### config.mk
export PLATFORM = sky130hd
export DESIGN_NAME = dma_copy_16bit
export DESIGN_NICKNAME = d
export VERILOG_FILES = /design/src/rtl/dma_pkg.sv /design/src/rtl/dma_ptr.sv /design/src/rtl/dma_copy_16bit.sv
export SDC_FILE = /design/constraint.sdc
export NUM_CORES = 1
export LEC_CHECK = 0
export CORE_ASPECT_RATIO = 1.2
export CORE_MARGIN = 5
export CORE_UTILIZATION = 49
export CTS_CLUSTER_DIAMETER = 40
export DETAILED_ROUTE_END_ITERATION = 8
export PLACE_DENSITY = 0.91
export SYNTH_ARGS = -nofsm -noshare
export SYNTH_HDL_FRONTEND = slang
export SYNTH_SLANG_ARGS = --single-unit
### constraint.sdc
create_clock -name clk -period 2.95 [get_ports clk]
set_clock_uncertainty 0.05 [all_clocks]
set_input_delay 0.59 -clock clk [delete_from_list [all_inputs] [get_ports clk]]
set_output_delay 0.59 -clock clk [all_outputs]
set_load 0.005 [all_outputs]
### src/rtl/dma_pkg.sv
// Shared definitions for the dma_copy_16bit block-copy engine.
// Holds the default data/address widths and the FSM state encoding.
package dma_pkg;

  localparam int unsigned DefDataWidth = 16;
  localparam int unsigned DefAddrWidth = 12;

  typedef enum logic [1:0] {
    StIdle  = 2'd0,
    StRead  = 2'd1,
    StWrite = 2'd2,
    StDone  = 2'd3
  } dma_state_e;

endpackage

### src/rtl/dma_ptr.sv
// Address pointer for the copy engine: parallel load or increment by one,
// wrapping naturally modulo 2^AddrWidth. Load takes priority over increment.
//
// Ports:
//   clk_i, rst_ni  clock, asynchronous active-low reset (pointer clears to 0)
//   load_i         load load_val_i on the next edge
//   load_val_i     value to load
//   inc_i          increment on the next edge
//   ptr_o          current pointer value
module dma_ptr #(
  parameter int unsigned AddrWidth = 12
) (
  input  logic                 clk_i,
  input  logic                 rst_ni,
  input  logic                 load_i,
  input  logic [AddrWidth-1:0] load_val_i,
  input  logic                 inc_i,
  output logic [AddrWidth-1:0] ptr_o
);

  logic [AddrWidth-1:0] ptr_d, ptr_q;

  always_comb begin
    ptr_d = ptr_q;
    if (load_i) begin
      ptr_d = load_val_i;
    end else if (inc_i) begin
      ptr_d = ptr_q + AddrWidth'(1);
    end
  end

  always_ff @(posedge clk_i or negedge rst_ni) begin
    if (!rst_ni) begin
      ptr_q <= '0;
    end else begin
      ptr_q <= ptr_d;
    end
  end

  assign ptr_o = ptr_q;

endmodule

### src/rtl/dma_copy_16bit.sv
// Block-copy engine driving a single-port RAM (sync write, combinational read).
// On start it copies len words from src_addr to dst_addr, one READ and one
// WRITE cycle per word, strictly ascending, then pulses done for one cycle.
// abort during READ/WRITE returns to idle and pulses aborted instead.
//
// Optional feature (macro DMA_FILL_EN): adds fill/pattern inputs; a fill
// transfer writes pattern to len words starting at dst_addr, one per cycle.
//
// Ports:
//   clk, rst_n           clock, asynchronous active-low reset
//   start, abort         request / terminate
//   src_addr, dst_addr   first source / destination word, sampled with start
//   len                  word count 0..2^ADDR_WIDTH, sampled with start
//   busy, done, aborted  status
//   ram_we, ram_addr,
//   ram_din, ram_dout    RAM port (outputs decoded from registered state only)
//   fill, pattern        (DMA_FILL_EN only) fill mode request and fill value
module dma_copy_16bit
  import dma_pkg::*;
#(
  parameter int unsigned DATA_WIDTH = DefDataWidth,
  parameter int unsigned ADDR_WIDTH = DefAddrWidth
) (
  input  logic                  clk,
  input  logic                  rst_n,
  input  logic                  start,
  input  logic                  abort,
  input  logic [ADDR_WIDTH-1:0] src_addr,
  input  logic [ADDR_WIDTH-1:0] dst_addr,
  input  logic [ADDR_WIDTH:0]   len,
`ifdef DMA_FILL_EN
  input  logic                  fill,
  input  logic [DATA_WIDTH-1:0] pattern,
`endif
  output logic                  busy,
  output logic                  done,
  output logic                  aborted,
  output logic                  ram_we,
  output logic [ADDR_WIDTH-1:0] ram_addr,
  output logic [DATA_WIDTH-1:0] ram_din,
  input  logic [DATA_WIDTH-1:0] ram_dout
);

  dma_state_e            state_d, state_q;
  logic [ADDR_WIDTH:0]   rem_d, rem_q;
  logic [DATA_WIDTH-1:0] data_d, data_q;
  logic                  fill_d, fill_q;
  logic                  aborted_d, aborted_q;

  logic                  ptr_load, ptr_inc;
  logic [ADDR_WIDTH-1:0] src_ptr, dst_ptr;

  logic                  fill_req;
  logic [DATA_WIDTH-1:0] pattern_req;

`ifdef DMA_FILL_EN
  assign fill_req    = fill;
  assign pattern_req = pattern;
`else
  assign fill_req    = 1'b0;
  assign pattern_req = '0;
`endif

  dma_ptr #(
    .AddrWidth (ADDR_WIDTH)
  ) u_src_ptr (
    .clk_i      (clk),
    .rst_ni     (rst_n),
    .load_i     (ptr_load),
    .load_val_i (src_addr),
    .inc_i      (ptr_inc),
    .ptr_o      (src_ptr)
  );

  dma_ptr #(
    .AddrWidth (ADDR_WIDTH)
  ) u_dst_ptr (
    .clk_i      (clk),
    .rst_ni     (rst_n),
    .load_i     (ptr_load),
    .load_val_i (dst_addr),
    .inc_i      (ptr_inc),
    .ptr_o      (dst_ptr)
  );

  // Next-state logic
  always_comb begin
    state_d   = state_q;
    rem_d     = rem_q;
    data_d    = data_q;
    fill_d    = fill_q;
    aborted_d = 1'b0;
    ptr_load  = 1'b0;
    ptr_inc   = 1'b0;

    case (state_q)
      StIdle: begin
        if (start) begin
          ptr_load = 1'b1;
          rem_d    = len;
          fill_d   = fill_req;
          if (len == '0) begin
            state_d = StDone;
          end else if (fill_req) begin
            // Fill skips READ entirely; the data register holds the pattern.
            data_d  = pattern_req;
            state_d = StWrite;
          end else begin
            state_d = StRead;
          end
        end
      end
      StRead: begin
        data_d = ram_dout;
        if (abort) begin
          state_d   = StIdle;
          aborted_d = 1'b1;
        end else begin
          state_d = StWrite;
        end
      end
      StWrite: begin
        // The write of this cycle lands at the edge regardless of abort.
        if (abort) begin
          state_d   = StIdle;
          aborted_d = 1'b1;
        end else if (rem_q > (ADDR_WIDTH + 1)'(1)) begin
          ptr_inc = 1'b1;
          rem_d   = rem_q - (ADDR_WIDTH + 1)'(1);
          state_d = fill_q ? StWrite : StRead;
        end else begin
          rem_d   = '0;
          state_d = StDone;
        end
      end
      StDone: begin
        state_d = StIdle;
      end
      default: begin
        state_d = StIdle;
      end
    endcase
  end

  always_ff @(posedge clk or negedge rst_n) begin
    if (!rst_n) begin
      state_q   <= StIdle;
      rem_q     <= '0;
      data_q    <= '0;
      fill_q    <= 1'b0;
      aborted_q <= 1'b0;
    end else begin
      state_q   <= state_d;
      rem_q     <= rem_d;
      data_q    <= data_d;
      fill_q    <= fill_d;
      aborted_q <= aborted_d;
    end
  end

  // Outputs: pure decode of registered state, no ram_dout feed-through.
  always_comb begin
    busy     = (state_q != StIdle);
    done     = (state_q == StDone);
    aborted  = aborted_q;
    ram_we   = 1'b0;
    ram_addr = '0;
    ram_din  = '0;
    case (state_q)
      StRead: begin
        ram_addr = src_ptr;
      end
      StWrite: begin
        ram_we   = 1'b1;
        ram_addr = dst_ptr;
        ram_din  = data_q;
      end
      default: begin
        ram_we = 1'b0;
      end
    endcase
  end

endmodule
==> summary.md, run 1 <==
| Metric | Value |
|---|---|
| Top Usage Layer GRT | met2 |
| Io pins | 89 |
| Die area | 8782 um2 |
| Outcome | complete, no violations |
| Largest family of logic cells by synthesized area | simple AND/OR/NAND/NOR gates |
| Mean post-synth cell area | 9.198 um2 |
| Peak supply drop | 0.5040 mV |
| Clock share of power | 0.122 |
| CP Max Fanout | 16 |
| Lkg Pwr | 1.755 nW |
| Worst skew pair latency | 0.31 ns |
| Clk root buf | clkbuf_8 |
| Met1 Usage GRT | 0.2527 |
| CTS H-tree depth | 2 |
| Chip width | 86.39 um |
| Commonest cells after routing, fill and taps aside | clkdlybuf4s50_1, dfrtp_1, nor2_1, a21oi_1, o21ai_0 |
| Worst Tran Pin Value | 0.7644 ns |
| Worst hold path type | input port to async pin |
| Vias in the first global route | 3222 |
| Setup crit start | state_q[0] |
| Final Cell Area | 4548 um2 |
| Clk slew on worst S/H paths | 0.10 ns |
| Tot GR Track Use | 0.2153 |
| DR vias | 3198 |
| Switch share | 0.4088 |
| Rows | 33 |
| Comb power frac | 0.522 |
| CP required | 2.31 ns |
| Post-Synth Adder-Cell Area | 0.03282 |
| Sequential cell fraction of total power | 0.355 |
| Drt drc | 0 |
| Reg2reg end | u_dst_ptr.ptr_o[11] |
| Synth Instances | 373 |
| First-pass GRT wire length | 15120 um |
| Simple logic cell fraction of the synthesized area | 0.2199 |
| Max Fclk | 356.5 MHz |
| Arrival @ worst endpoint | 2.17 ns |
| Area occupied by multi-input gates | 1904 um2 |
| # fillers | 549 |
| Most common cell after layout, fill and taps aside | clkdlybuf4s50_1 |
| Area growth, synth to finish | 32.57% |
| Placement Cell Area | 4417 um2 |
| Gr ovfl total | 0 |
| Mux cell area share after synthesis | 0.05872 |
| NetSw | 1.826 mW |
| Synthesized flop and latch total | 56 |
| Setup violations, final | 0 |
| Synth Area in Compound Gates | 0.1937 |
| Initial DRT Pass Iterations | 4 |
| Synth warn | 0 |
| R2R Setup Slk | 0.50 ns |
| Register area | 1401 um2 |
| Synth Net Count | 439 |
| Largest net degree at the start of global routing | 49 |
| Port buffer count | 88 |
| DR iter-0 viols | 278 |
| Final Hold Viols | 0 |
| Post-Synth XOR/XNOR Area | 0.04850 |
| Setup TNS | 0 ns |
| Clk buf depth | 2 |
| GRT met3 Usage | 0.03011 |
| Delay of the slowest cell on the worst path | 0.50 ns |
| Layout cells sized above 1 | 0.1155 |
| FF-to-FF path depth | 5 |
| TritonCTS sink count | 56 |
| Share of flip-flops with an asynchronous set or reset | 1.000 |
| Max-slew headroom | 0.4772 |
| Die Span Y | 101.7 um |
| Pwr per Cell Area | 982.2 nW/um2 |
| CP Class | register to output pin |
| Critical Path End | ram_din[4] |
| Layout Nets | 524 |
| CP Launch Type | register |
| CP max stage cell | clkdlybuf4s50_1 |
| GP Congestion | 0.8715 |
| Post-synth EDFFs | 0 |
| GR met2 Demand/Resource | 0.3969 |
| Setup crit end kind | output pin |
| Setup Buffers After CTS | 0 |
| Crit share post-route | 0.9509 |
| Detailed Place HPWL | 7010 um |
| Synthesized area | 3431 um2 |
| Initial Utilization | 0.5036 |
| Initial antenna violation count | 0 |
| Post-synthesis sequential area ratio | 0.4085 |
| Total Routed Length | 9471 um |
| CTS Buf Count | 5 |
| Internal power | 2.641 mW |
| Routed vias/inst | 5.857 |
| Distinct cell type count after synthesis | 57 |
| Unrepaired setup endpoints after global routing | no |
| Core area | 6813 um2 |
| Post-DR wirelength/cell | 17.35 um |
| Ys flop type | dfrtp_1 |
| Crit-path cells | inv_1 -> ha_2 -> buf_4 -> and2_1 -> clkdlybuf4s50_1 |
| Max Cap Violations | 0 |
| R2r startpoint | rem_q[0] |
| Minimum clock period | 2.805 ns |
| TritonCTS clock tree | done |
| Slew Viols, Final | 0 |
| Cts hold-fix bufs | 0 |
| # diodes | 0 |
| Antenna Violating Nets Remaining | 0 |
-- state kept, by name (all words and copies together), names as in the netlist --
| register | count |
|---|---|
| aborted | 1 |
| u_dst_ptr.ptr_o | 12 |
| data_q | 16 |
| state_q | 2 |
| rem_q | 13 |
| u_src_ptr.ptr_o | 12 |
-- power by group through the flow --
stage	Clock (mW)	Sequential [mW]	Combinational, mW
floorplan	0	1.44	1.55
CTS	0.556	1.57	2.33
detailed placement	0	1.59	2.31
global route	0.581	1.64	2.57
finish	0.546	1.59	2.33
global placement	0	1.55	2.24
-- cells in the mapped netlist, drive strengths merged (3+ instances only) --
master / number / area [um2]
dfrtp: 56 / 1401
nor2: 33 / 123.9
a21oi: 28 / 140.1
o21ai: 25 / 128.9
nand2: 21 / 78.83
and2: 17 / 106.4
clkbuf: 17 / 63.81
mux2: 17 / 191.4
a22oi: 15 / 112.6
nor2b: 14 / 87.58
xnor2: 13 / 113.9
nand4: 12 / 75.07
inv: 11 / 41.29
ha: 9 / 112.6
nor4: 8 / 71.32
nor3: 7 / 40.04
a31oi: 6 / 37.54
nand3: 6 / 30.03
xor2: 6 / 52.55
buf: 5 / 25.03
or3: 5 / 41.29
o31ai: 4 / 30.03
a2111oi: 3 / 27.53
a22o: 3 / 26.28
nand2b: 3 / 18.77
or4: 3 / 26.27
-- metal layers --
metal  wire length [um]  vias up  share of wire
met4                243        0          0.026
met1               3733     1502           0.39
met3                551       23          0.058
li1                   -     1523              -
met2               4942      150           0.52
met5                  0        -              0
-- worst max-delay path: cells and delay by family, from the launching register on --
kind	cells	cell delay, ns
buffers and inverters	3	0.90
flip-flops	1	0.42
adder cells (fa/ha/maj)	1	0.39
AND/OR/NAND/NOR	1	0.14
-- metrics by stage --
stage,hold slack (ns),total power [mW],utilization,instances,worst slack (ns)
floorplan,0.2444,2.986,-,373,0.7658
global placement,0.4301,3.788,0.6483,538,0.4364
detailed placement,0.4430,3.894,0.6483,538,0.3469
CTS,0.3287,4.464,0.6672,546,0.08491
global route,0.3733,4.783,0.6676,546,0.05566
finish,0.3062,4.467,0.6676,546,0.1448
-- kinds of logic after synthesis --
logic type	Yosys count
and+or+nand+nor	136
DFF	56
AOI/OAI and AO/OA	102
buffers and inverters	33
muxes	18
adders and majority gates	9
xor gates and xnor gates	19
-- worst min-delay path by stage --
stage                     from         end  cells after the start
floorplan                rst_n     aborted                      0
global placement    data_q[13]  data_q[13]                      1
detailed placement   data_q[5]   data_q[5]                      1
CTS                      rst_n   data_q[4]                      1
global route             rst_n   data_q[4]                      1
finish                   rst_n   data_q[4]                      1
-- final cells by class --
cell class                      instances  share of cell area
Multi-Input combinational cell        284              0.4187
Sequential cell                        56              0.3081
Timing Repair Buffer                  100              0.2124
Tap cell                               87             0.02393
Clock buffer                            7             0.02118
Inverter                               11            0.009078
Clock inverter                          1            0.006602
-- timing repair --
item / in CTS / in global routing
cloned: 0 / 0
hold endpoints to repair: 0 / 0
resized for setup: 1 / 1
setup endpoints to repair: 6 / 10
(Power assumes the default switching activity.)
==> inputs of run 2 (changes only) <==
--- a/config.mk
+++ b/config.mk
@@ -7,10 +7,11 @@
 export LEC_CHECK = 0
 export CORE_ASPECT_RATIO = 1.2
 export CORE_MARGIN = 5
-export CORE_UTILIZATION = 49
+export CORE_UTILIZATION = 25
 export CTS_CLUSTER_DIAMETER = 40
 export DETAILED_ROUTE_END_ITERATION = 8
-export PLACE_DENSITY = 0.91
+export MAX_ROUTING_LAYER = met4
+export PLACE_DENSITY = 0.58
 export SYNTH_ARGS = -nofsm -noshare
 export SYNTH_HDL_FRONTEND = slang
 export SYNTH_SLANG_ARGS = --single-unit
==> summary.md, run 2 (same netlist as run 1, synthesis figures left out) <==
| Metric | Value |
|---|---|
| Layout cells sized above 1 | 0.1155 (unchanged) |
| Setup violations, final | 0 (unchanged) |
| Area growth, synth to finish | 37.09% (was 32.57%) |
| Final Hold Viols | 0 (unchanged) |
| Slew Viols, Final | 0 (unchanged) |
| Crit share post-route | 0.9189 (was 0.9509) |
| Post-DR wirelength/cell | 16.77 um (was 17.35 um) |
| TritonCTS clock tree | done (unchanged) |
| Outcome | complete, no violations (unchanged) |
| # diodes | 0 (unchanged) |
| CP required | 2.31 ns (about the same) |
| Tot GR Track Use | 0.1371 (was 0.2153) |
| CTS Buf Count | 5 (unchanged) |
| Buf/Inv on CP | 3 (unchanged) |
| Worst Tran Pin Value | 0.6810 ns (was 0.7644 ns) |
| Core area | 13640 um2 (was 6813 um2) |
| Max Fclk | 368.9 MHz (was 356.5 MHz) |
| Initial Utilization | 0.2515 (was 0.5036) |
| Largest registers | data_q x16, rem_q x13 (unchanged) |
| Gr ovfl total | 0 (unchanged) |
| Total Routed Length | 10570 um (was 9471 um) |
| Die area | 16180 um2 (was 8782 um2) |
| CP Launch Type | register (unchanged) |
| DR iter-0 viols | 98 (was 278) |
| Clk root buf | clkbuf_16 (was clkbuf_8) |
| Setup Buffers After CTS | 0 (unchanged) |
| Hold Slack | 0.2780 ns (was 0.3062 ns) |
| Setup TNS | 0 ns (unchanged) |
| Chip width | 116.9 um (was 86.39 um) |
| Pwr per Cell Area | 974.0 nW/um2 (was 982.2 nW/um2) |
| Lkg Pwr | 1.773 nW (was 1.755 nW) |
| CP max stage cell | clkdlybuf4s50_1 (unchanged) |
| TritonCTS sink count | 56 (unchanged) |
| GRT met3 Usage | 0.03103 (was 0.03011) |
| Setup crit end kind | output pin (unchanged) |
| Most common cell after layout, fill and taps aside | clkdlybuf4s50_1 (unchanged) |
| Delay of the slowest cell on the worst path | 0.50 ns (about the same) |
| Detailed Place HPWL | 7822 um (was 7010 um) |
| Antenna Violating Nets Remaining | 0 (unchanged) |
| First-pass GRT wire length | 17240 um (was 15120 um) |
| GR met2 Demand/Resource | 0.2179 (was 0.3969) |
| Post-route insts no fill | 630 (was 546) |
| Rows | 47 (was 33) |
| Layout Nets | 524 (unchanged) |
| Top Usage Layer GRT | met2 (unchanged) |
| Vias in the first global route | 3332 (was 3222) |
| CP Max Fanout | 29 (was 16) |
| Arrival @ worst endpoint | 2.07 ns (was 2.17 ns) |
| Max-slew headroom | 0.5460 (was 0.4772) |
| Largest net degree at the start of global routing | 49 (unchanged) |
| Clk slew on worst S/H paths | 0.08 ns (was 0.10 ns) |
| Port buffer count | 88 (unchanged) |
| Final design utilization | 0.3447 (was 0.6676) |
| Cell total after placement | 622 (was 538) |
| Initial DRT Pass Iterations | 4 (unchanged) |
| Crit-path cells | inv_1 -> ha_2 -> buf_12 -> and2_1 -> clkdlybuf4s50_1 (was inv_1 -> ha_2 -> buf_4 -> and2_1 -> clkdlybuf4s50_1) |
| Drt drc | 0 (unchanged) |
| Max Cap Violations | 0 (unchanged) |
| Met1 Usage GRT | 0.1722 (was 0.2527) |
| Worst skew pair latency | 0.30 ns (was 0.31 ns) |
| Peak supply drop | 0.4673 mV (was 0.5040 mV) |
| Worst hold path type | input port to async pin (unchanged) |
| Commonest cells after routing, fill and taps aside | clkdlybuf4s50_1, dfrtp_1, nor2_1, a21oi_1, o21ai_0 (unchanged) |
| Die Span Y | 138.3 um (was 101.7 um) |
| DR vias | 3145 (was 3198) |
| Minimum clock period | 2.711 ns (was 2.805 ns) |
| Clk buf depth | 2 (unchanged) |
| Routed vias/inst | 4.992 (was 5.857) |
| Unrepaired setup endpoints after global routing | no (unchanged) |
| Max FFs per register | 16 (unchanged) |
| CTS H-tree depth | 2 (unchanged) |
| CP Class | register to output pin (unchanged) |
| GP Congestion | 0.8578 (was 0.8715) |
| Most flops, register | data_q (unchanged) |
| Io pins | 89 (unchanged) |
| CP delay by family, top | buffers and inverters (unchanged) |
| Initial antenna violation count | 0 (unchanged) |
==> run 2: cell count changes in the layout (fill, tap and decap cells not counted), sizes merged <==
cell    previous run  this run
clkbuf             7         5
clkinv             0         2
bufinv             1         0
inv               11        12
==> run 2: area by class of cell <==
| type | count | area, um2 |
|---|---|---|
| multi-input combinational | 284 | 1904 |
| clock inverter | 3 | 26.28 |
| sequential | 56 | 1401 |
| inverter | 11 | 41.29 |
| tap | 171 | 214.0 |
| fill | 1409 | 8940 |
| timing repair buffer | 100 | 991.0 |
| clock buffer | 5 | 125.1 |
==> run 2: final timing paths <==
check,end,cells after the start,slack [ns],from
min reg2reg,data_q[4],1,0.45,data_q[4]
min,rem_q[11],1,0.28,rst_n
max reg2reg,rem_q[11],9,0.45,state_q[0]
min in group clk,data_q[4],1,0.45,data_q[4]
max,ram_din[9],5,0.24,state_q[0]
max in group asynchronous,u_dst_ptr.ptr_o[8],2,1.98,rst_n
==> run 2: worst register-to-register path: cells and delay by family (launching register included) <==
kind | cells | cell delay, ns
and+or+nand+nor | 2 | 0.55
buffers and inverters | 3 | 0.53
DFF | 1 | 0.41
adders and majority gates | 1 | 0.37
muxes | 2 | 0.37
AOI/OAI and AO/OA | 1 | 0.12
==> run 2: layer usage <==
layer,vias up,wire [um],share of wire
li1,1518,-,-
met1,1519,4560,0.43
met2,96,5191,0.49
met3,12,643,0.061
met4,0,172,0.016
met5,-,0,0
==> run 2: report_power, final <==
part / internal, mW / switching (mW)
combinational: 1.21 / 1.17
sequential: 1.15 / 0.439
clock: 0.322 / 0.297
total: 2.68 / 1.90
==> run 2: metrics by stage <==
| step | instance area [um2] | worst slack (ns) | total power, mW |
|---|---|---|---|
| 2_1_floorplan | 3431 | 0.7658 | 2.986 |
| 3_3_place_gp | 4547 | 0.4382 | 3.929 |
| 3_5_place_dp | 4547 | 0.3146 | 3.972 |
| 4_1_cts | 4698 | 0.06033 | 4.621 |
| 5_1_grt | 4703 | 0.07629 | 4.980 |
| 6_report | 4703 | 0.2393 | 4.581 |
==> run 2: timing repair <==
action | 4_1_cts | 5_1_grt
gates resized for setup | 0 | 2
hold buffers | 0 | 0
endpoints found under the setup margin | 0 | 28
==> inputs of run 3 (changes only) <==
--- a/config.mk
+++ b/config.mk
@@ -12,6 +12,7 @@
 export DETAILED_ROUTE_END_ITERATION = 8
 export MAX_ROUTING_LAYER = met4
 export PLACE_DENSITY = 0.58
+export SLEW_MARGIN = 0
 export SYNTH_ARGS = -nofsm -noshare
 export SYNTH_HDL_FRONTEND = slang
 export SYNTH_SLANG_ARGS = --single-unit
==> results of run 3 <==
The final DEF is identical to that of run 2; final timing and power are the same.
